### src/rtl/bus_arbiter_pkg.sv
// bus_arbiter_pkg: shared state encoding, monitored bus type and width helper
package bus_arbiter_pkg;
   typedef enum logic [1:0] {ARB_OWN, ARB_DRAIN, ARB_GAP} arb_state_t;
   typedef struct packed {
      logic [15:0] addr;
      logic [7:0]  dout;
      logic        mreqn;
      logic        iorqn;
      logic        m1n;
      logic        rdn;
      logic        wrn;
   } z80_master_bus_t;
   function automatic int clamp_low(input int v, input int lo);
      return v < lo ? lo : v;
   endfunction
endpackage

### src/rtl/bus_arbiter_if.sv
// bus_arbiter_if: request/grant bundle between the masters, the arbiter and the master mux
//   req      masters -> arbiter, level request per master
//   bus_mon  muxed master bus seen by the arbiter; idle when rdn & wrn
//   gnt      one-hot grant (all zero during the handoff gap)
//   msel     master-mux select
//   rel_req  asks the current non-park owner to finish its tenure
//   owner    current or upcoming owner, for status
interface bus_arbiter_if
   import bus_arbiter_pkg::*;
#(
   parameter int MASTER_QTY = 2
);
   localparam int W = clamp_low($clog2(MASTER_QTY) - 1, 0) + 1;
   logic [MASTER_QTY-1:0] req;
   logic [MASTER_QTY-1:0] gnt;
   z80_master_bus_t       bus_mon;
   logic [W-1:0]          msel;
   logic [W-1:0]          owner;
   logic                  rel_req;
   modport master (input req, bus_mon, output gnt, msel, rel_req, owner);
   modport slave  (output req, bus_mon, input gnt, msel, rel_req, owner);
endinterface

### src/rtl/bus_arbiter_rr_pick.sv
// bus_arbiter_rr_pick: first request after start_i (wrapping, start_i itself last), skipping excl_i
//   req_i    request vector
//   start_i  round-robin pointer; search begins at start_i+1
//   excl_i   index never picked (the park master)
//   found_o  a request was found
//   idx_o    picked index (excl_i when none found)
module bus_arbiter_rr_pick #(
   parameter int N = 2,
   parameter int W = 1
)(
   input  logic [N-1:0] req_i,
   input  logic [W-1:0] start_i,
   input  logic [W-1:0] excl_i,
   output logic         found_o,
   output logic [W-1:0] idx_o
);
   always_comb begin
      found_o = 1'b0;
      idx_o   = excl_i;
      // Walk from the far end so the nearest candidate overwrites the rest.
      for (int k = N; k >= 1; k--) begin
         if (req_i[(int'(start_i) + k) % N] && ((int'(start_i) + k) % N) != int'(excl_i)) begin
            found_o = 1'b1;
            idx_o   = W'((int'(start_i) + k) % N);
         end
      end
   end
endmodule

### src/rtl/bus_arbiter.sv
// bus_arbiter: parked round-robin ownership of the shared master bus with idle-gated handoff
//   clk     system clock
//   rst     synchronous reset, active high
//   arb_io  master modport of bus_arbiter_if (req/bus_mon in; gnt/msel/rel_req/owner out)
module bus_arbiter
   import bus_arbiter_pkg::*;
#(
   parameter int MASTER_QTY     = 2,
   parameter int PARK_MASTER    = 0,
   parameter int HANDOFF_CYCLES = 1,
   parameter int MAX_HOLD       = 0
)(
   input  logic          clk,
   input  logic          rst,
   bus_arbiter_if.master arb_io
);
   localparam int W = clamp_low($clog2(MASTER_QTY) - 1, 0) + 1;
   if (MASTER_QTY == 1) begin : g_single
      assign arb_io.gnt     = 1'b1;
      assign arb_io.msel    = '0;
      assign arb_io.owner   = '0;
      assign arb_io.rel_req = 1'b0;
   end else begin : g_multi
      localparam int                    HW       = clamp_low($clog2(HANDOFF_CYCLES + 1), 1);
      localparam logic [W-1:0]          PARK     = W'(PARK_MASTER);
      localparam logic [MASTER_QTY-1:0] PARK_OH  = MASTER_QTY'(1) << PARK_MASTER;
      localparam logic [HW-1:0]         GAP_LOAD = HW'(HANDOFF_CYCLES > 0 ? HANDOFF_CYCLES - 1 : 0);
      arb_state_t            state_q;
      logic [W-1:0]          owner_q, msel_q, rr_q, pick_idx, next;
      logic [MASTER_QTY-1:0] gnt_q, others, owner_oh, next_oh;
      logic [HW-1:0]         gap_q;
      logic [31:0]           hold_q, hold_d;
      logic                  rel_q, pick_found, idle, own_leave, keep, hold_hit;
      // The pointer is the last non-park owner, so one search serves both pick points.
      bus_arbiter_rr_pick #(.N(MASTER_QTY), .W(W)) u_pick (
         .req_i   (arb_io.req),
         .start_i (rr_q),
         .excl_i  (PARK),
         .found_o (pick_found),
         .idx_o   (pick_idx)
      );
      always_comb begin
         idle      = arb_io.bus_mon.rdn & arb_io.bus_mon.wrn;
         others    = arb_io.req & ~PARK_OH;
         owner_oh  = MASTER_QTY'(1) << owner_q;
         next      = pick_found ? pick_idx : PARK;
         next_oh   = MASTER_QTY'(1) << next;
         own_leave = owner_q == PARK ? |others : !arb_io.req[owner_q];
         keep      = owner_q == PARK || arb_io.req[owner_q];
         hold_d    = &hold_q ? hold_q : hold_q + 32'd1;
         hold_hit  = owner_q != PARK && MAX_HOLD != 0 && hold_d >= 32'(MAX_HOLD) && |(others & ~owner_oh);
      end
      always_ff @(posedge clk) begin
         if (rst) begin
            state_q <= ARB_OWN;
            owner_q <= PARK;
            msel_q  <= PARK;
            rr_q    <= PARK;
            gnt_q   <= PARK_OH;
            rel_q   <= 1'b0;
            hold_q  <= '0;
            gap_q   <= '0;
         end else begin
            rel_q  <= 1'b0;
            hold_q <= '0;
            case (state_q)
               ARB_OWN: begin
                  if (own_leave) state_q <= ARB_DRAIN;
                  else begin
                     hold_q <= hold_d;
                     rel_q  <= rel_q | hold_hit;
                  end
               end
               ARB_DRAIN: begin
                  if (idle && next == owner_q) state_q <= ARB_OWN;
                  else if (idle) begin
                     owner_q <= next;
                     msel_q  <= next;
                     if (next != PARK) rr_q <= next;
                     if (HANDOFF_CYCLES == 0) begin
                        gnt_q   <= next_oh;
                        state_q <= ARB_OWN;
                     end else begin
                        gnt_q   <= '0;
                        gap_q   <= GAP_LOAD;
                        state_q <= ARB_GAP;
                     end
                  end
               end
               ARB_GAP: begin
                  if (gap_q != '0) gap_q <= gap_q - HW'(1);
                  else if (keep) begin
                     gnt_q   <= owner_oh;
                     state_q <= ARB_OWN;
                  end else begin
                     // New owner vanished during the gap: re-pick and grant without a second gap.
                     owner_q <= next;
                     msel_q  <= next;
                     gnt_q   <= next_oh;
                     if (next != PARK) rr_q <= next;
                     state_q <= ARB_OWN;
                  end
               end
               default: state_q <= ARB_OWN;
            endcase
         end
      end
      assign arb_io.gnt     = gnt_q;
      assign arb_io.msel    = msel_q;
      assign arb_io.owner   = owner_q;
      assign arb_io.rel_req = rel_q;
   end
endmodule
### src/flat_wrapper.sv
// flat-port wrapper written by rule: the top's interface ports become plain ports
module bus_arbiter_flat import bus_arbiter_pkg::*;
#(
   parameter int MASTER_QTY     = 2,
   parameter int PARK_MASTER    = 0,
   parameter int HANDOFF_CYCLES = 1,
   parameter int MAX_HOLD       = 0
)
  (clk, rst, arb_io_req, arb_io_bus_mon, arb_io_gnt, arb_io_msel, arb_io_rel_req, arb_io_owner);
  bus_arbiter_if #(.MASTER_QTY(MASTER_QTY)) arb_io_i ();
  input  logic clk;
  input  logic rst;
  input wire logic [$bits(arb_io_i.req)-1:0] arb_io_req;
  input wire logic [$bits(arb_io_i.bus_mon)-1:0] arb_io_bus_mon;
  output wire logic [$bits(arb_io_i.gnt)-1:0] arb_io_gnt;
  output wire logic [$bits(arb_io_i.msel)-1:0] arb_io_msel;
  output wire logic [$bits(arb_io_i.rel_req)-1:0] arb_io_rel_req;
  output wire logic [$bits(arb_io_i.owner)-1:0] arb_io_owner;
  assign arb_io_i.req = arb_io_req;
  assign arb_io_i.bus_mon = arb_io_bus_mon;
  assign arb_io_gnt = arb_io_i.gnt;
  assign arb_io_msel = arb_io_i.msel;
  assign arb_io_rel_req = arb_io_i.rel_req;
  assign arb_io_owner = arb_io_i.owner;
  bus_arbiter #(.MASTER_QTY(MASTER_QTY), .PARK_MASTER(PARK_MASTER), .HANDOFF_CYCLES(HANDOFF_CYCLES), .MAX_HOLD(MAX_HOLD)) u_core (.clk(clk), .rst(rst), .arb_io(arb_io_i));
endmodule
### config.mk
export PLATFORM = sky130hd
export DESIGN_NAME = bus_arbiter_flat
export DESIGN_NICKNAME = d
export VERILOG_FILES = /design/src/rtl/bus_arbiter_pkg.sv /design/src/rtl/bus_arbiter_if.sv /design/src/rtl/bus_arbiter_rr_pick.sv /design/src/rtl/bus_arbiter.sv /design/src/flat_wrapper.sv
export SDC_FILE = /design/constraint.sdc
export NUM_CORES = 1
export LEC_CHECK = 0
export ABC_AREA = 1
export BUFFER_PORTS_ARGS = -buffer_cell sky130_fd_sc_hd__buf_2
export CORE_AREA = 4 4 41 43
export DETAILED_ROUTE_END_ITERATION = 6
export DIE_AREA = 0 0 45 47
export PLACE_DENSITY = 0.64
export REMOVE_ABC_BUFFERS = 1
export SETUP_SLACK_MARGIN = 0.05
export SKIP_LAST_GASP = 1
export SYNTH_ARGS = -nofsm -noshare
export SYNTH_HDL_FRONTEND = slang
export SYNTH_SLANG_ARGS = --single-unit
### constraint.sdc
create_clock -name clk -period 1.5 [get_ports clk]
set_input_delay 0.45 -clock clk [delete_from_list [all_inputs] [get_ports clk]]
set_output_delay 0.45 -clock clk [all_outputs]
set_load 0.01 [all_outputs]
### After elaboration in Yosys (flattened, before gate mapping)

Index checks and enable logic that the tools add are counted.

* flip-flop bits (word level): 7
* input port bits: 33
* output and inout bits: 5
* logic and storage cells: 78

* $add $sub $neg: 3
* $lt $le $gt $ge: 3
* equality and inequality tests: 9
* shift operators: 2
* muxes and demuxes: 39
* bitwise logic cells: 4
* reductions and logical operators: 13

Operators with widths (number)
* 32-bit nonzero test: 2
* 1-bit 2-to-1 mux: 26
* 2-bit 2-to-1 mux: 8
* 2-bit by 3-bit less-than comparator with 1-bit output, second input constant: 2
* 2-bit != test, second input constant: 3
* 1-bit one-hot mux with 2 select lines: 3
* 2-bit one-hot mux with 3 select lines: 1
* 3-bit AND reduction: 2
* 5-bit AND reduction: 1
* 2-bit by 1-bit != test with 1-bit output, second input constant: 2
* 2-bit one-hot mux with 2 select lines: 1
* 4-bit AND reduction: 1
* 1-bit by 1-bit left shift with 2-bit output, first input constant: 2
* 1-bit logical AND: 3
* 3-bit by 1-bit != test with 1-bit output, second input constant: 1
* 1-bit adder, second input constant: 2
* 1-bit bitwise AND, first input constant: 2
* 2-bit by 1-bit equality test with 1-bit output, second input constant: 1
* 2-bit equality test, second input constant: 1
* 2-bit logical NOT: 1
* 1-bit by 2-bit less-than comparator with 1-bit output, second input constant: 1
* 2-bit nonzero test: 1
* 1-bit bitwise AND: 1
* 1-bit equality test: 1
* other kinds (4): 4

### Logic depth before layout (Yosys ltp)

Gate-level depths: netlist (run 1).

* word-level depth: 13
* gate-level depth with buffers: 7
* mapped depth without buffers: 7

### Hierarchy

A second synthesis (run 1) with hierarchy kept.

* cells, all modules: 52
* area total of the unflattened synthesis: 352.8 um2

Modules (own cells, without submodules)
* bus_arbiter: instances 1, cells each 44, area each 322.8 um2, sequential area each 120.1 um2
* bus_arbiter_rr_pick: instances 1, cells each 8, area each 30.0 um2, sequential area each 0.0 um2

### Worst setup path after synthesis (run 1)

OpenSTA, ideal clock, no wires.

* path kind: register -> register
* from: register u_core.g_multi.state_q[1]
* to: register u_core.g_multi.state_q[0]
* setup time: 0.116 ns
* arrival time: 1.119 ns
* data required time: 1.384 ns
* setup slack: 0.265 ns
* stages on the path, launching flop included: 7
* path buffers: 0
* period minus slack after synthesis: 1.235 ns
* path through: dfxtp_1 > inv_1 > ha_1 > inv_1 > nor2_1 > or2_2 > and3_1

* longest elaborated chain between the ends: 3
* elaborated cells on any way between the ends: 8
* classes of those cells: eq/ne (5); mux (1); reduce/logical (2)

RTL lines
* from (decl): line bus_arbiter.sv:28 `arb_state_t state_q;`
* from (signal assigned): line bus_arbiter.sv:55 `state_q <= ARB_OWN;`
* from (signal assigned): line bus_arbiter.sv:68 `if (own_leave) state_q <= ARB_DRAIN;`
* from (signal assigned): line bus_arbiter.sv:75 `if (idle && next == owner_q) state_q <= ARB_OWN;`
* 2-bit by 1-bit equality test with 1-bit output, or another cell as far along: line bus_arbiter.sv:66 `case (state_q)`
* 3-bit by 1-bit != test with 1-bit output (no line), or another cell as far along
* 3-bit AND reduction (no line)

Parallel ways exist; a longest one is shown, timed or not.
A chain may end at the register's enable or synchronous reset.

### Final worst setup path (run 1)

Same ends and word-level chain as after synthesis.

==> flow_metrics.env, run 1 <==
export IMPL_hold_path_depth=2
export IMPL_worst_path_stages=6
export IMPL_run_status="completed"
export IMPL_grt_pass1_vias=260
export IMPL_synth_area_leaders="dfxtp_1, ha_1, nand2_1, inv_1, a21oi_1"
export IMPL_drive_above_1_share=0.2909
export IMPL_overflow=0
export IMPL_whs_ps=402.2
export IMPL_cp_required_ps=1630
export IMPL_synth_seq_cells=5
export IMPL_htreeDepth=1
export IMPL_fin_crit_ps=1336
export IMPL_die_area_sq_um=2115
export IMPL_min_period_over_period=0.8905
export IMPL_synthCells=45
export IMPL_path_common_cell="inv_1"
export IMPL_setup_viol=0
export IMPL_worstPathArrival_ps=1470
export IMPL_synth_edf_count=0
export IMPL_path_cells="inv_1 -> ha_1 -> inv_1 -> nor2_1 -> or2_2 -> and3_1"
export IMPL_post_synth_top_count_cell="nand2_1"
export IMPL_powerDensity_nw_per_um2=1102
export IMPL_clkLatencyLatePin_ps=240
export IMPL_worst_path_dominant_cell_family="simple AND/OR/NAND/NOR gates"
export IMPL_max_cap_violations=0
export IMPL_cts_resized=0
export IMPL_pre_cts_ws_ps=161.5
export IMPL_cts_clk_slew_worst_paths_ps=40
export IMPL_cts_sinks=5
export IMPL_wl_per_cell_microns=8.857
export IMPL_rsz0062_at_grt="false"
export IMPL_dieHeight_microns=47
export IMPL_gp_congestion=0.7550
export IMPL_synthArstFlopShare=0
export IMPL_cp_max_fo=4
export IMPL_path_buf_inv=2
export IMPL_hold_path_startpoint="rst"
export IMPL_cts_root_buffer="clkbuf_4"
export IMPL_grtUsageTotal=0.07437
export IMPL_final_hold_viol_count=0
export IMPL_start_util=0.2452
export IMPL_synth_top_area_share=0.3137
export IMPL_setup_tns_final_ps=0
export IMPL_post_cts_buffers=0
export IMPL_drt_first_pass_iters=2
export IMPL_num_vias=301
export IMPL_grt_pass1_wl_microns=1035
export IMPL_endpoint_kind="flip-flop"
export IMPL_die_x_microns=45
export IMPL_synth_top_cells_by_count="nand2_1, inv_1, dfxtp_1"
export IMPL_clockBufferDepth=2
export IMPL_r2r_cells=6
export IMPL_antenna_found_initial=0
export IMPL_placementRows=13
export IMPL_cts_buffers=3
export IMPL_drv_slew=0
export IMPL_wirelength_microns=620
export IMPL_ant_nets=0
export IMPL_syn_to_final_growth_pct=21.96
export IMPL_crit_path_start="u_core.g_multi.state_q[1]"
export IMPL_syn_area_sq_um=319.1
export IMPL_nets=92
export IMPL_vias_per_cell=4.300
export IMPL_n_antenna_cell=0
export IMPL_crit_type="reg -> reg"
export IMPL_syn_area_per_cell_sq_um=7.090
export IMPL_yosysTopAreaCell="dfxtp_1"
export IMPL_cts_tree="yes"
export IMPL_r2r_start="u_core.g_multi.state_q[1]"
export IMPL_yosys_most_used_dff="dfxtp_1"
export IMPL_ios=38
export IMPL_hold_class="in -> reg"
export IMPL_critPathMaxStageDelay_ps=350
export IMPL_hold_buffers=0
export IMPL_reg2reg_to="u_core.g_multi.state_q[0]"
export IMPL_ir_drop_mv=0.3772
export IMPL_drt_initial_drc_count=7
export IMPL_dpl_hpwl_microns=509.4
export IMPL_start_kind="flip-flop"
export IMPL_yosysSeqAreaShare=0.3137
export IMPL_core_area_sq_um=1301
export IMPL_ys_warn_count=0
export IMPL_p_leak_uw=0.0001919
export IMPL_r2r_slack_ps=160
export IMPL_grt_max_degree=8
export IMPL_cp_slowest_cell="dfxtp_1"
export IMPL_layout_setup_ws_ps=164.3
export IMPL_port_buffers=8
export IMPL_max_freq_mhz=748.7
export IMPL_fin_worst_skew_ps=0.1682
export IMPL_route_detailed_drc=0
export IMPL_endpoint="u_core.g_multi.state_q[0]"
export IMPL_ys_types=16
==> power by group <==
part	switching [uW]	internal [uW]
clock	52.0	100
sequential	11.3	148
combinational	65.2	51.6
total	129	300
==> cell families (layout without fill, tap and decap cells) <==
kind of cell / count (synthesis) / in the layout / synth area share
simple gates: 21 / 21 / 0.3255
buf+inv: 9 / 19 / 0.1294
compound gates: 6 / 6 / 0.1020
flops: 5 / 5 / 0.3137
fa+ha+maj: 3 / 3 / 0.1177
other cells: 1 / 1 / 0.01175
==> area by class of cell <==
type	instances	area (sq um)
clock buffers	4	26.28
multi-input cells	31	177.7
fillers	162	912.1
flip-flops and latches	5	100.1
inverters	7	26.28
repair buffers	8	40.04
well taps	15	18.77
==> metrics by stage <==
step | utilization | power (uW) | area [sq um] | instances
finish | 0.2990 | 428.8 | 389.1 | 70
global route | 0.2990 | 473.6 | 389.1 | 70
CTS | 0.2990 | 440.9 | 389.1 | 70
detailed placement | 0.2788 | 280.5 | 362.8 | 66
global placement | 0.2788 | 277.0 | 362.8 | 66
floorplan | - | 245.2 | 304.0 | 43
==> state kept, by name (all words and copies together) (netlist names) <==
signal                  count
u_core.arb_io.owner         1
u_core.g_multi.state_q      2
u_core.arb_io.gnt           2
==> worst reg2reg max path, stage by stage (launching register included) <==
cell	delay, ps
dfxtp_1	350
inv_1	70
ha_1	220
inv_1	90
nor2_1	50
or2_2	280
and3_1	170
==> routing by layer <==
metal	global-route usage	vias up	wire, microns
met5	0	-	0
met4	0.05848	0	15
met3	0.05747	4	31
met2	0.1017	5	288
met1	0.07534	130	285
li1	-	162	-
==> worst min-delay path by stage <==
| stage | slack (ps) | to |
|---|---|---|
| floorplan | 450 | u_core.g_multi.state_q[1] |
| global placement | 450 | u_core.arb_io.gnt[0] |
| detailed placement | 450 | u_core.arb_io.gnt[0] |
| CTS | 390 | u_core.arb_io.owner |
| global route | 390 | u_core.arb_io.gnt[1] |
| finish | 400 | u_core.arb_io.owner |
==> cell usage in the layout, fill, tap and decap left out <==
| master | instances |
|---|---|
| clkbuf_1 | 1 |
| dfxtp_1 | 5 |
| nor2_1 | 1 |
| a21oi_1 | 3 |
| clkbuf_4 | 3 |
| nand3_2 | 1 |
| ha_1 | 3 |
| nand2_2 | 2 |
| o21ai_0 | 2 |
| conb_1 | 1 |
| and3_1 | 1 |
| a21boi_1 | 1 |
| buf_2 | 8 |
| inv_1 | 7 |
| or2_2 | 2 |
| nand3_1 | 3 |
| nand4_1 | 1 |
| nand2_1 | 10 |
Note: power is estimated with default switching activity, not from simulation.
==> run 2, diff against run 1 <==
--- a/config.mk
+++ b/config.mk
@@ -11,6 +11,7 @@
 export DETAILED_ROUTE_END_ITERATION = 6
 export DIE_AREA = 0 0 45 47
 export PLACE_DENSITY = 0.64
+export RECOVER_POWER = 100
 export REMOVE_ABC_BUFFERS = 1
 export SETUP_SLACK_MARGIN = 0.05
 export SKIP_LAST_GASP = 1
==> flow_metrics.env, run 2 (synthesis results as in run 1) <==
export IMPL_run_status="completed"
export IMPL_path_buf_inv=2
export IMPL_gp_congestion=0.7550
export IMPL_syn_to_final_growth_pct=20.39
export IMPL_fin_worst_skew_ps=0.1641
export IMPL_clkLatencyLatePin_ps=240
export IMPL_pwr_share_clk=0.358
export IMPL_combPwrFrac=0.266
export IMPL_ant_nets=0
export IMPL_core_area_sq_um=1301
export IMPL_cts_sinks=5
export IMPL_cp_slowest_cell="dfxtp_1"
export IMPL_antenna_found_initial=0
export IMPL_port_buffers=8
export IMPL_critPathMaxStageDelay_ps=350
export IMPL_dieHeight_microns=47
export IMPL_switching_share=0.3024
export IMPL_dp_cells=66
export IMPL_endpoint_kind="flip-flop"
export IMPL_num_vias=296
export IMPL_die_area_sq_um=2115
export IMPL_drt_first_pass_iters=2
export IMPL_cp_max_fo=4
export IMPL_ir_drop_mv=0.3771
export IMPL_hold_class="in -> reg"
export IMPL_die_x_microns=45
export IMPL_seqPwrFrac=0.376
export IMPL_rsz0062_at_grt="false"
export IMPL_worstPathArrival_ps=1460
export IMPL_wirelength_microns=625
export IMPL_dr_wl_met3_microns=31
export IMPL_placementRows=13
export IMPL_start_util=0.2452
export IMPL_start_kind="flip-flop"
export IMPL_finalNonFillerCells=70
export IMPL_ios=38
export IMPL_htreeDepth=1
export IMPL_cts_tree="yes"
export IMPL_path_common_cell="inv_1"
export IMPL_fillers=166
export IMPL_dpl_hpwl_microns=509.4
export IMPL_setup_viol=0
export IMPL_top_layer="met4"
export IMPL_worst_path_dominant_cell_family="simple AND/OR/NAND/NOR gates"
export IMPL_layout_commonest_cell="nand2_1"
export IMPL_power_internal_uw=296.5
export IMPL_grt_max_degree=8
export IMPL_grt_pass1_vias=260
export IMPL_drt_initial_drc_count=7
export IMPL_setup_tns_final_ps=0
export IMPL_n_antenna_cell=0
export IMPL_post_cts_buffers=0
export IMPL_p_leak_uw=0.0001767
export IMPL_clockBufferDepth=2
export IMPL_grt_pass1_wl_microns=1035
export IMPL_cts_resized=0
export IMPL_max_cap_violations=0
export IMPL_fin_crit_ps=1335
export IMPL_layout_common_cells="nand2_1, inv_1, clkbuf_1, dfxtp_1, buf_2"
export IMPL_p_sw_uw=128.5
export IMPL_nets=92
export IMPL_cts_clk_slew_worst_paths_ps=40
export IMPL_vias_per_cell=4.229
export IMPL_cts_buffers=3
export IMPL_powerDensity_nw_per_um2=1107
export IMPL_power_uw=425.1
export IMPL_wl_met2_microns=288
export IMPL_max_freq_mhz=749.3
export IMPL_crit_type="reg -> reg"
export IMPL_cts_root_buffer="clkbuf_4"
export IMPL_wl_per_cell_microns=8.929
export IMPL_drive_above_1_share=0.2182
export IMPL_route_detailed_drc=0
export IMPL_grtUsageTotal=0.07437
export IMPL_drv_slew=0
export IMPL_wl_met1_microns=290
export IMPL_path_cells="inv_1 -> ha_1 -> inv_1 -> nor2_1 -> or2_2 -> and3_1"
export IMPL_hold_buffers=0
export IMPL_cp_required_ps=1630
export IMPL_min_period_over_period=0.8897
export IMPL_final_hold_viol_count=0
export IMPL_overflow=0
==> run 2: final cells by class <==
cell class | instances | area [sq um] | share of cell area
clock buffers | 4 | 26.28 | 0.06840
inverters | 7 | 26.28 | 0.06840
multi-input cells | 31 | 177.7 | 0.4625
flip-flops and latches | 5 | 100.1 | 0.2606
well taps | 15 | 18.77 | 0.04886
repair buffers | 8 | 35.03 | 0.09121
==> run 2: per-stage QoR <==
step | util | hold WS, ps | setup slack, ps | area, sq um
after floorplan | - | 453.8 | 265.2 | 304.0
after global placement | 0.2788 | 445.3 | 188.6 | 362.8
after detailed placement | 0.2788 | 449.3 | 161.5 | 362.8
after CTS | 0.2990 | 388.6 | 149.3 | 389.1
after global routing | 0.2952 | 391.0 | 56.74 | 384.1
final | 0.2952 | 402.3 | 165.5 | 384.1
==> run 2: power groups by stage <==
stage | clock network [uW] | logic [uW] | registers (uW)
floorplan | 0 | 79.3 | 166
global placement | 0 | 116 | 161
detailed placement | 0 | 118 | 163
CTS | 162 | 118 | 160
global route | 176 | 132 | 162
finish | 152 | 113 | 160
==> run 2: path summary, 6_finish.rpt <==
| path | slack (ps) | start | cells past startpoint | endpoint |
|---|---|---|---|---|
| max | 170 | u_core.g_multi.state_q[1] | 6 | u_core.g_multi.state_q[0] |
| min | 400 | rst | 2 | u_core.arb_io.owner |
| min reg2reg | 460 | u_core.arb_io.gnt[0] | 2 | u_core.arb_io.gnt[0] |
| max reg2reg | 170 | u_core.g_multi.state_q[1] | 6 | u_core.g_multi.state_q[0] |
==> run 2: layer usage <==
layer	track usage	vias to the layer above
li1	-	160
met1	0.07534	127
met2	0.1017	5
met3	0.05747	4
met4	0.05848	0
met5	0	-
==> run 2: worst reg2reg max path, stage by stage, from the launching register on <==
cell and delay [ps]:
dfxtp_1 350, inv_1 70, ha_1 220, inv_1 90, nor2_1 50, or2_2 280, and3_1 170
==> run 3, diff against run 2 <==
--- a/config.mk
+++ b/config.mk
@@ -5,13 +5,15 @@
 export SDC_FILE = /design/constraint.sdc
 export NUM_CORES = 1
 export LEC_CHECK = 0
-export ABC_AREA = 1
+export ABC_AREA = 0
 export BUFFER_PORTS_ARGS = -buffer_cell sky130_fd_sc_hd__buf_2
-export CORE_AREA = 4 4 41 43
+export CELL_PAD_IN_SITES_DETAIL_PLACEMENT = 1
+export CELL_PAD_IN_SITES_GLOBAL_PLACEMENT = 1
+export CORE_MARGIN = 4
+export CORE_UTILIZATION = 20
 export DETAILED_ROUTE_END_ITERATION = 6
-export DIE_AREA = 0 0 45 47
-export PLACE_DENSITY = 0.64
-export RECOVER_POWER = 100
+export PLACE_DENSITY = 0.75
+export RECOVER_POWER = 25
 export REMOVE_ABC_BUFFERS = 1
 export SETUP_SLACK_MARGIN = 0.05
 export SKIP_LAST_GASP = 1
==> flow_metrics.env, run 3 <==
export IMPL_run_status="completed"
export IMPL_powerDensity_nw_per_um2=1435
export IMPL_layout_setup_ws_ps=132.7
export IMPL_layout_commonest_cell="buf_2"
export IMPL_dp_cells=73
export IMPL_cts_buffers=3
export IMPL_synth_area_leaders="dfxtp_1, ha_1, a21oi_1, inv_1, xor2_2"
export IMPL_nets=89
export IMPL_crit_path_start="u_core.arb_io.owner"
export IMPL_ys_types=25
export IMPL_synthArstFlopShare=0
export IMPL_placementRows=15
export IMPL_syn_area_per_cell_sq_um=8.946
export IMPL_rsz0062_at_grt="false"
export IMPL_overflow=0
export IMPL_p_leak_uw=0.0001828
export IMPL_dieHeight_microns=50.30
export IMPL_fillers=214
export IMPL_cts_sinks=5
export IMPL_grt_pass1_vias=344
export IMPL_synth_top_cells_by_count="dfxtp_1, inv_1, a21oi_1"
export IMPL_fin_worst_skew_ps=2.893
export IMPL_clockBufferDepth=2
export IMPL_setup_tns_final_ps=0
export IMPL_start_kind="flip-flop"
export IMPL_critPathMaxStageDelay_ps=370
export IMPL_hold_class="in -> reg"
export IMPL_ys_warn_count=0
export IMPL_gp_congestion=0.7094
export IMPL_finalNonFillerCells=77
export IMPL_whs_ps=456.1
export IMPL_drt_initial_drc_count=1
export IMPL_dpl_hpwl_microns=675
export IMPL_synth_top_area_share=0.2797
export IMPL_n_antenna_cell=0
export IMPL_max_freq_mhz=731.4
export IMPL_die_x_microns=50.30
export IMPL_cts_root_buffer="clkbuf_4"
export IMPL_power_uw=660.5
export IMPL_core_area_sq_um=1708
export IMPL_htreeDepth=1
export IMPL_vias_per_cell=4.260
export IMPL_grtUsageTotal=0.08647
export IMPL_crit_type="reg -> out"
export IMPL_yosysSeqAreaShare=0.2797
export IMPL_grt_max_degree=8
export IMPL_ios=38
export IMPL_r2r_start="u_core.g_multi.state_q[1]"
export IMPL_wirelength_microns=888
export IMPL_ant_nets=0
export IMPL_cp_max_fo=7
export IMPL_synth_edf_count=0
export IMPL_syn_area_sq_um=357.8
export IMPL_min_period_over_period=0.9115
export IMPL_port_buffers=8
export IMPL_fin_crit_ps=1367
export IMPL_drv_slew=0
export IMPL_wl_per_cell_microns=11.53
export IMPL_syn_to_final_growth_pct=28.67
export IMPL_max_cap_violations=0
export IMPL_die_area_sq_um=2530
export IMPL_synthCells=40
export IMPL_setup_viol=0
export IMPL_route_detailed_drc=0
export IMPL_cp_required_ps=1050
export IMPL_antenna_found_initial=0
export IMPL_cts_tree="yes"
export IMPL_start_util=0.2095
export IMPL_endpoint_kind="output port"
export IMPL_multi_input_area_sq_um=231.5
export IMPL_cts_clk_slew_worst_paths_ps=50
export IMPL_num_vias=328
export IMPL_yosys_most_used_dff="dfxtp_1"
export IMPL_layout_common_cells="buf_2, inv_1, dfxtp_1, a21oi_1"
export IMPL_final_hold_viol_count=0
export IMPL_hold_path_startpoint="rst"
export IMPL_regArea_sq_um=100.1
export IMPL_clkLatencyLatePin_ps=250
export IMPL_pre_cts_ws_ps=17.16
export IMPL_worstPathArrival_ps=920
export IMPL_cp_slowest_cell="dfxtp_1"
export IMPL_synth_seq_cells=5
export IMPL_ir_drop_mv=0.3706
export IMPL_path_cells="buf_4 -> buf_2"
export IMPL_yosysTopAreaCell="dfxtp_1"
export IMPL_drive_above_1_share=0.3654
export IMPL_grt_pass1_wl_microns=1545
export IMPL_drt_first_pass_iters=4
run 3: cell count changes after synthesis, sizes merged, moves of 2 or more:
cell / delta
nand3: -2
or2: -2
nand2: -12
a211oi: +2
inv: -2
run 3: repair_timing:
item | 4_1_cts | 5_1_grt
resized for setup | 0 | 2
endpoints found under the setup margin | 0 | 3
hold buffers | 0 | 0
buffers inserted | 0 | 0
hold endpoints to repair | 0 | 0
run 3: final timing paths:
check,to,slack [ps],cells after the start
setup / recovery,arb_io_owner,130,2
hold reg to reg,u_core.arb_io.gnt[0],500,1
hold / removal,u_core.g_multi.state_q[0],460,2
setup reg to reg,u_core.g_multi.state_q[1],160,5
run 3: cell type report:
class                      count  area share
timing repair buffer          10      0.1141
clock buffer                   4     0.05707
sequential                     5      0.2174
multi-input combinational     28      0.5027
tap                           25     0.06793
inverter                       5     0.04076
run 3: kinds of logic after synthesis:
group / after synthesis / share of synthesized area
xor+xnor: 1 / 0.04547
other cells: 1 / 0.01048
fa+ha+maj: 3 / 0.1049
simple gates: 11 / 0.2203
flops: 5 / 0.2797
buf+inv: 7 / 0.09440
compound gates: 12 / 0.2447
run 3: power breakdown:
group / switching [uW] / internal [uW]
clock network: 64.4 / 101
registers: 23.1 / 162
logic: 166 / 144
run 3: metrics by stage:
stage	util	instance area [sq um]
after floorplan	-	342.8
after global placement	0.2513	429.2
after detailed placement	0.2513	429.2
after CTS	0.2667	455.4
after global routing	0.2696	460.4
final	0.2696	460.4
run 3: routing by layer:
layer  track usage  part of all wire  routed length [microns]  up-vias
met2        0.1304              0.42                      375       10
met1       0.09156              0.47                      418      147
met3       0.05935             0.084                       75        5
li1              -                 -                        -      166
met4       0.04036             0.021                       19        0
met5             0                 0                        0        -
run 3: worst max-delay path, delay by kind of cell (launching register included):
family / cells / cell delay, ps
buffers and inverters: 2 / 300
flip-flops: 1 / 370
